File: config.mk
export PLATFORM = sky130hd
export DESIGN_NAME = sdram_arbiter
export DESIGN_NICKNAME = d
export VERILOG_FILES = /design/src/rtl/sdram_arbiter_pkg.sv /design/src/rtl/sdram_arbiter_ref_timer.sv /design/src/rtl/sdram_arbiter.sv
export SDC_FILE = /design/constraint.sdc
export NUM_CORES = 1
export LEC_CHECK = 0
export CAP_MARGIN = 40
export CORE_ASPECT_RATIO = 1.1
export CORE_MARGIN = 2
export CORE_UTILIZATION = 39
export DETAILED_ROUTE_END_ITERATION = 8
export PLACE_DENSITY = 0.76
export SLEW_MARGIN = 20
export SYNTH_ARGS = -nofsm -noshare
export SYNTH_HDL_FRONTEND = slang
export SYNTH_SLANG_ARGS = --single-unit
File: constraint.sdc
create_clock -name ref_clk -period 5.9 [get_ports ref_clk]
set_clock_uncertainty 0.1 [all_clocks]
set_input_delay 0.59 -clock ref_clk [delete_from_list [all_inputs] [get_ports ref_clk]]
set_output_delay 0.59 -clock ref_clk [all_outputs]
set_load 0.005 [all_outputs]
File: src/rtl/sdram_arbiter_pkg.sv
// Shared encodings for the SDRAM arbiter and the command/timing unit.
package sdram_arbiter_pkg;

    localparam int unsigned CMD_W  = 2;
    localparam int unsigned OWED_W = 3;

    typedef enum logic [CMD_W-1:0] {
        CMD_NONE = 2'b00,
        CMD_REF  = 2'b01,
        CMD_WR   = 2'b10,
        CMD_RD   = 2'b11
    } cmd_t;

    typedef enum logic [1:0] {
        ST_INIT  = 2'b00,
        ST_ARB   = 2'b01,
        ST_ISSUE = 2'b10,
        ST_BUSY  = 2'b11
    } state_t;

endpackage

File: src/rtl/sdram_arbiter_ref_timer.sv
// Refresh interval counter plus the saturating count of owed refreshes.
module sdram_ref_timer
    import sdram_arbiter_pkg::*;
#(
    parameter int unsigned REF_PERIOD = 781,
    parameter int unsigned MAX_PEND   = 4
) (
    input  logic              ref_clk,
    input  logic              rst,
    input  logic              init_done,
    input  logic              ref_served,
    output logic [OWED_W-1:0] ref_owed
);

    localparam int unsigned CNT_W = $clog2(REF_PERIOD + 1);

    logic [CNT_W-1:0] cnt;
    logic             wrap;

    assign wrap = init_done && (cnt == CNT_W'(REF_PERIOD - 1));

    always_ff @(posedge ref_clk or posedge rst) begin
        if (rst) begin
            cnt <= '0;
        end else if (init_done) begin
            cnt <= wrap ? '0 : cnt + CNT_W'(1);
        end
    end

    // A wrap and a served refresh in the same cycle cancel out.
    always_ff @(posedge ref_clk or posedge rst) begin
        if (rst) begin
            ref_owed <= '0;
        end else if (wrap && !ref_served) begin
            if (ref_owed != OWED_W'(MAX_PEND)) begin
                ref_owed <= ref_owed + OWED_W'(1);
            end
        end else if (ref_served && !wrap && (ref_owed != '0)) begin
            ref_owed <= ref_owed - OWED_W'(1);
        end
    end

endmodule

File: src/rtl/sdram_arbiter.sv
// Arbitrates the SDRAM command unit between refresh, write bursts and read bursts.
module sdram_arbiter
    import sdram_arbiter_pkg::*;
#(
    parameter int unsigned REF_PERIOD = 781,
    parameter int unsigned MAX_PEND   = 4,
    parameter int unsigned ADDR_W     = 21,
    parameter int unsigned LEN_W      = 9
) (
    input  logic              ref_clk,
    input  logic              rst,
    input  logic              init_done,
    input  logic              wr_req,
    input  logic [ADDR_W-1:0] wr_addr,
    input  logic [LEN_W-1:0]  wr_len,
    input  logic              rd_req,
    input  logic [ADDR_W-1:0] rd_addr,
    input  logic [LEN_W-1:0]  rd_len,
    output logic              wr_ack,
    output logic              rd_ack,
    output logic              cmd_valid,
    input  logic              cmd_ready,
    output logic [CMD_W-1:0]  cmd_type,
    output logic [ADDR_W-1:0] cmd_addr,
    output logic [LEN_W-1:0]  cmd_len,
    input  logic              xfer_en,
    input  logic              cmd_done,
    output logic [OWED_W-1:0] ref_owed
);

    state_t            state;
    cmd_t              cmd_q;
    cmd_t              last_grant;
    cmd_t              grant;
    logic [ADDR_W-1:0] grant_addr;
    logic [LEN_W-1:0]  grant_len;
    logic              ref_served;

    assign ref_served = (state == ST_BUSY) && cmd_done && (cmd_q == CMD_REF);

    sdram_ref_timer #(
        .REF_PERIOD (REF_PERIOD),
        .MAX_PEND   (MAX_PEND)
    ) u_ref_timer (
        .ref_clk    (ref_clk),
        .rst        (rst),
        .init_done  (init_done),
        .ref_served (ref_served),
        .ref_owed   (ref_owed)
    );

    // Refresh first, then the write/read request that did not win last time.
    always_comb begin
        grant      = CMD_NONE;
        grant_addr = '0;
        grant_len  = '0;
        if (ref_owed != '0) begin
            grant = CMD_REF;
        end else if (wr_req && rd_req) begin
            grant = (last_grant == CMD_WR) ? CMD_RD : CMD_WR;
        end else if (wr_req) begin
            grant = CMD_WR;
        end else if (rd_req) begin
            grant = CMD_RD;
        end
        if (grant == CMD_WR) begin
            grant_addr = wr_addr;
            grant_len  = (wr_len == '0) ? LEN_W'(1) : wr_len;
        end else if (grant == CMD_RD) begin
            grant_addr = rd_addr;
            grant_len  = (rd_len == '0) ? LEN_W'(1) : rd_len;
        end
    end

    always_ff @(posedge ref_clk or posedge rst) begin
        if (rst) begin
            state      <= ST_INIT;
            cmd_valid  <= 1'b0;
            cmd_q      <= CMD_NONE;
            cmd_addr   <= '0;
            cmd_len    <= '0;
            last_grant <= CMD_RD;
        end else begin
            case (state)
                ST_INIT: begin
                    if (init_done) begin
                        state <= ST_ARB;
                    end
                end
                ST_ARB: begin
                    if (!init_done) begin
                        state <= ST_INIT;
                    end else if (grant != CMD_NONE) begin
                        cmd_q     <= grant;
                        cmd_addr  <= grant_addr;
                        cmd_len   <= grant_len;
                        cmd_valid <= 1'b1;
                        state     <= ST_ISSUE;
                    end
                end
                ST_ISSUE: begin
                    if (cmd_ready) begin
                        cmd_valid <= 1'b0;
                        state     <= ST_BUSY;
                        if (cmd_q != CMD_REF) begin
                            last_grant <= cmd_q;
                        end
                    end
                end
                ST_BUSY: begin
                    if (cmd_done) begin
                        cmd_q <= CMD_NONE;
                        state <= init_done ? ST_ARB : ST_INIT;
                    end
                end
                default: state <= ST_INIT;
            endcase
        end
    end

    assign cmd_type = cmd_q;

    // Data-phase strobe routed straight to the port that owns the burst.
    assign wr_ack = xfer_en && (state == ST_BUSY) && (cmd_q == CMD_WR);
    assign rd_ack = xfer_en && (state == ST_BUSY) && (cmd_q == CMD_RD);

endmodule

==> out/metrics.yaml <==
slew-limit-headroom_pct: 61.1
end_kind: "flip-flop"
busiest_layer: "met2"
critPathMaxFanout: 11
slew_viol_final: 0
grt_use_total_pct: 19.2
clkPwrFrac_pct: 11.8
reg2reg_depth: 7
cts_buffers: 5
rows: 30
die_w_um: 80.0
grt_pass1_vias: 2328
cts_hold_buf: 0
hold_end: "cmd_valid"
insertion_delay_ns: 0.29
use_met1_pct: 25.1
reg2reg_slack_ns: 3.08
rsz0062_at_grt: "false"
syn_to_final_growth_pct: 50.1
p_sw_mw: 0.573
cts_root_buffer: "clkbuf_8"
clkSinkCount: 50
finalSetupTns_ns: 0
port_buffers: 105
setup_viol: 0
antennaDiodeCount: 0
cap_viol_max_count: 0
crit_chain: "clkdlybuf4s50_1 > nand3_1 > nor3_1 > buf_4 > nand2_1 > fa_1 > or3_1 > mux4_2"
fin_nets: 431
post_cts_buffers: 0
finalHoldWorstSlack_ns: 0.393
firstDrtPassIters: 4
final_util_pct: 60.4
io_pins: 106
cts.reportedPaths.clkPinSlew_ns: 0.09
grt_use_met3_pct: 4.74
post-route-min-period_ns: 3.17
gr-usage-met2_pct: 32.1
yosysWarningCount: 0
synthesis.area_per_instance_sq_um: 9.61
initial_core_util_pct: 40.3
async_flop_share_pct: 100
leakage_nw: 1.50
ant_nets: 0
cts_max_level: 2
p_sw_share_pct: 36.0
drt_wl_total_mm: 6.41
die_h_um: 87.6
drc: 0
finalWorstSetupSlack_ns: 2.73
drive_gt1_share_pct: 5.83
synth_cell_type_count: 41
worstSetupStartpointType: "primary input"
path_class: "primary input to flip-flop"
pwr-share-comb_pct: 48.0
fillers: 560
p_int_mw: 1.02
crit_required_ns: 5.96
dpl.hpwl_mm: 4.92
hp-start: "cmd_valid"
reg2reg_from: "u_ref_timer.cnt[5]"
period_share_pct: 53.7
cts_max_path_buffers: 2
dieArea_sq_um: 7010
synthCells: 258
status: "complete, no violations"
p_per_area_nw_per_um2: 428
gp_congestion: 0.833
holdCritPathClass: "flip-flop to flip-flop"
finalHoldViolations: 0
grt_pass1_wl_mm: 10.5
slowest_stage: "clkdlybuf4s50_1"
grt-ovfl-total: 0
ys_ff_latch: 50
viasPerCell: 5.25
grt_max_degree: 64
vias: 2308
pre_cts_slack_ns: 2.42
seq_power_share_pct: 40.2
coreArea_sq_um: 6160
timing.rr.end: "u_ref_timer.ref_owed[2]"
worstHoldPathCells: 1
tightest_slew_ns: 0.583
cp_slowest_stage_delay_ns: 0.63
wl_per_cell_um: 14.6
synth-edff-count: 0
dr.first_iter.drc_count: 108
peakVddDrop_mv: 0.191
cts_tree: "done"
syn_area_sq_um: 2480
antenna_found_initial: 0
fmax_mhz: 316
yosysSeqAreaShare_pct: 50.6
cts-resized-gates: 0
cp.arrival_ns: 3.23
synth_nets: 329
synthFlopType: "dfrtp_1"
## final cells by class
| type | count | area (sq um) | area share (%) |
|---|---|---|---|
| Sequential cell | 50 | 1250 | 33.7 |
| Multi-Input combinational cell | 185 | 1150 | 30.9 |
| Timing Repair Buffer | 110 | 1110 | 29.8 |
| Tap cell | 80 | 100 | 2.69 |
| Clock buffer | 5 | 68.8 | 1.85 |
| Inverter | 8 | 30.0 | 0.807 |
| Clock inverter | 2 | 10.0 | 0.269 |
## flip-flops by register name, summed over array words and instances, names as in the netlist, named ones only
register              flops
u_ref_timer.cnt          10
last_grant                2
cmd_valid                 1
state                     1
u_ref_timer.ref_owed      3
cmd_addr                 21
cmd_len                   9
cmd_type                  2
## worst max path at each step
stage	startpoint	to	slack (ns)	cells past startpoint
final	init_done	u_ref_timer.ref_owed[2]	2.73	8
after global routing	init_done	u_ref_timer.ref_owed[2]	2.60	8
after CTS	init_done	u_ref_timer.ref_owed[2]	2.74	8
after detailed placement	init_done	u_ref_timer.ref_owed[2]	2.42	8
after global placement	init_done	u_ref_timer.ref_owed[2]	2.52	8
after floorplan	init_done	u_ref_timer.ref_owed[2]	3.09	8
## cell families after synthesis
logic type	count (synthesis)	synth area share [%]
XOR/XNOR	9	3.18
flip-flops	50	50.6
buffers and inverters	23	3.89
multiplexers	3	1.72
AO/OA/AOI/OAI	85	22.6
adder cells (fa/ha/maj)	3	1.82
AND/OR/NAND/NOR	85	16.3
## cell usage after synthesis, types with 3 or more instances
cell type	instances	area [sq um]
clkbuf_1	9	33.8
nor3_1	6	30.0
nand3b_1	3	22.5
o21ai_0	4	20.0
dfrtp_1	48	1200
a21oi_1	33	165
xnor2_1	3	26.3
inv_1	8	30.0
xor2_1	6	52.6
nor4_1	5	31.3
nand2b_1	3	18.8
nand4_1	3	18.8
a22oi_1	30	225
or3_1	3	18.8
nand2_1	8	30.0
a21o_1	4	30.0
buf_2	5	25.0
nor2_1	44	165
nand3_1	5	25.0
## through the flow
step | instance area [sq um] | instances | total power [mW]
after global placement | 3610 | 431 | 1.38
after global routing | 3720 | 440 | 1.72
after CTS | 3720 | 440 | 1.61
final | 3720 | 440 | 1.59
after floorplan | 2480 | 258 | 0.995
after detailed placement | 3640 | 433 | 1.42
## worst max-delay path: cells and delay by family
family                     cells  cell delay [ns]
and+or+nand+nor                4             0.91
buffers and inverters          2             0.84
muxes                          1             0.46
adders and majority gates      1             0.42
## power groups by stage
| stage | logic (mW) | registers [mW] | clock network (mW) |
|---|---|---|---|
| 2_1_floorplan | 0.370 | 0.625 | 0 |
| 6_report | 0.764 | 0.640 | 0.187 |
| 3_3_place_gp | 0.745 | 0.639 | 0 |
| 5_1_grt | 0.851 | 0.663 | 0.211 |
| 3_5_place_dp | 0.775 | 0.643 | 0 |
| 4_1_cts | 0.778 | 0.640 | 0.194 |
## layout by cell type (no fill, tap or decap), drive strengths merged, types with 2 or more instances in the layout
cell,Yosys,routed
clkbuf,9,5
xnor2,3,3
dfrtp,48,48
clkdlybuf4s50,0,105
nand2,8,8
or3,4,4
dfstp,2,2
o211a,2,2
nand3b,3,3
mux2i,2,2
inv,8,8
o21ai,4,4
nand4,3,3
nand2b,3,3
nor2,44,44
a21o,4,4
nor3,7,7
nand3,5,5
a2111oi,2,2
a22oi,30,30
nor4,5,5
xor2,6,6
o22ai,2,2
buf,6,5
a21oi,34,34
clkinv,0,2
ha,2,2
a211oi,2,2
## routing by layer
metal / up-vias / part of all wire (%)
li1: 1136 / -
met1: 1108 / 44
met2: 62 / 51
met3: 2 / 4.9
met4: 0 / 0.62
met5: - / 0
Note: power is estimated with default switching activity, not from simulation.
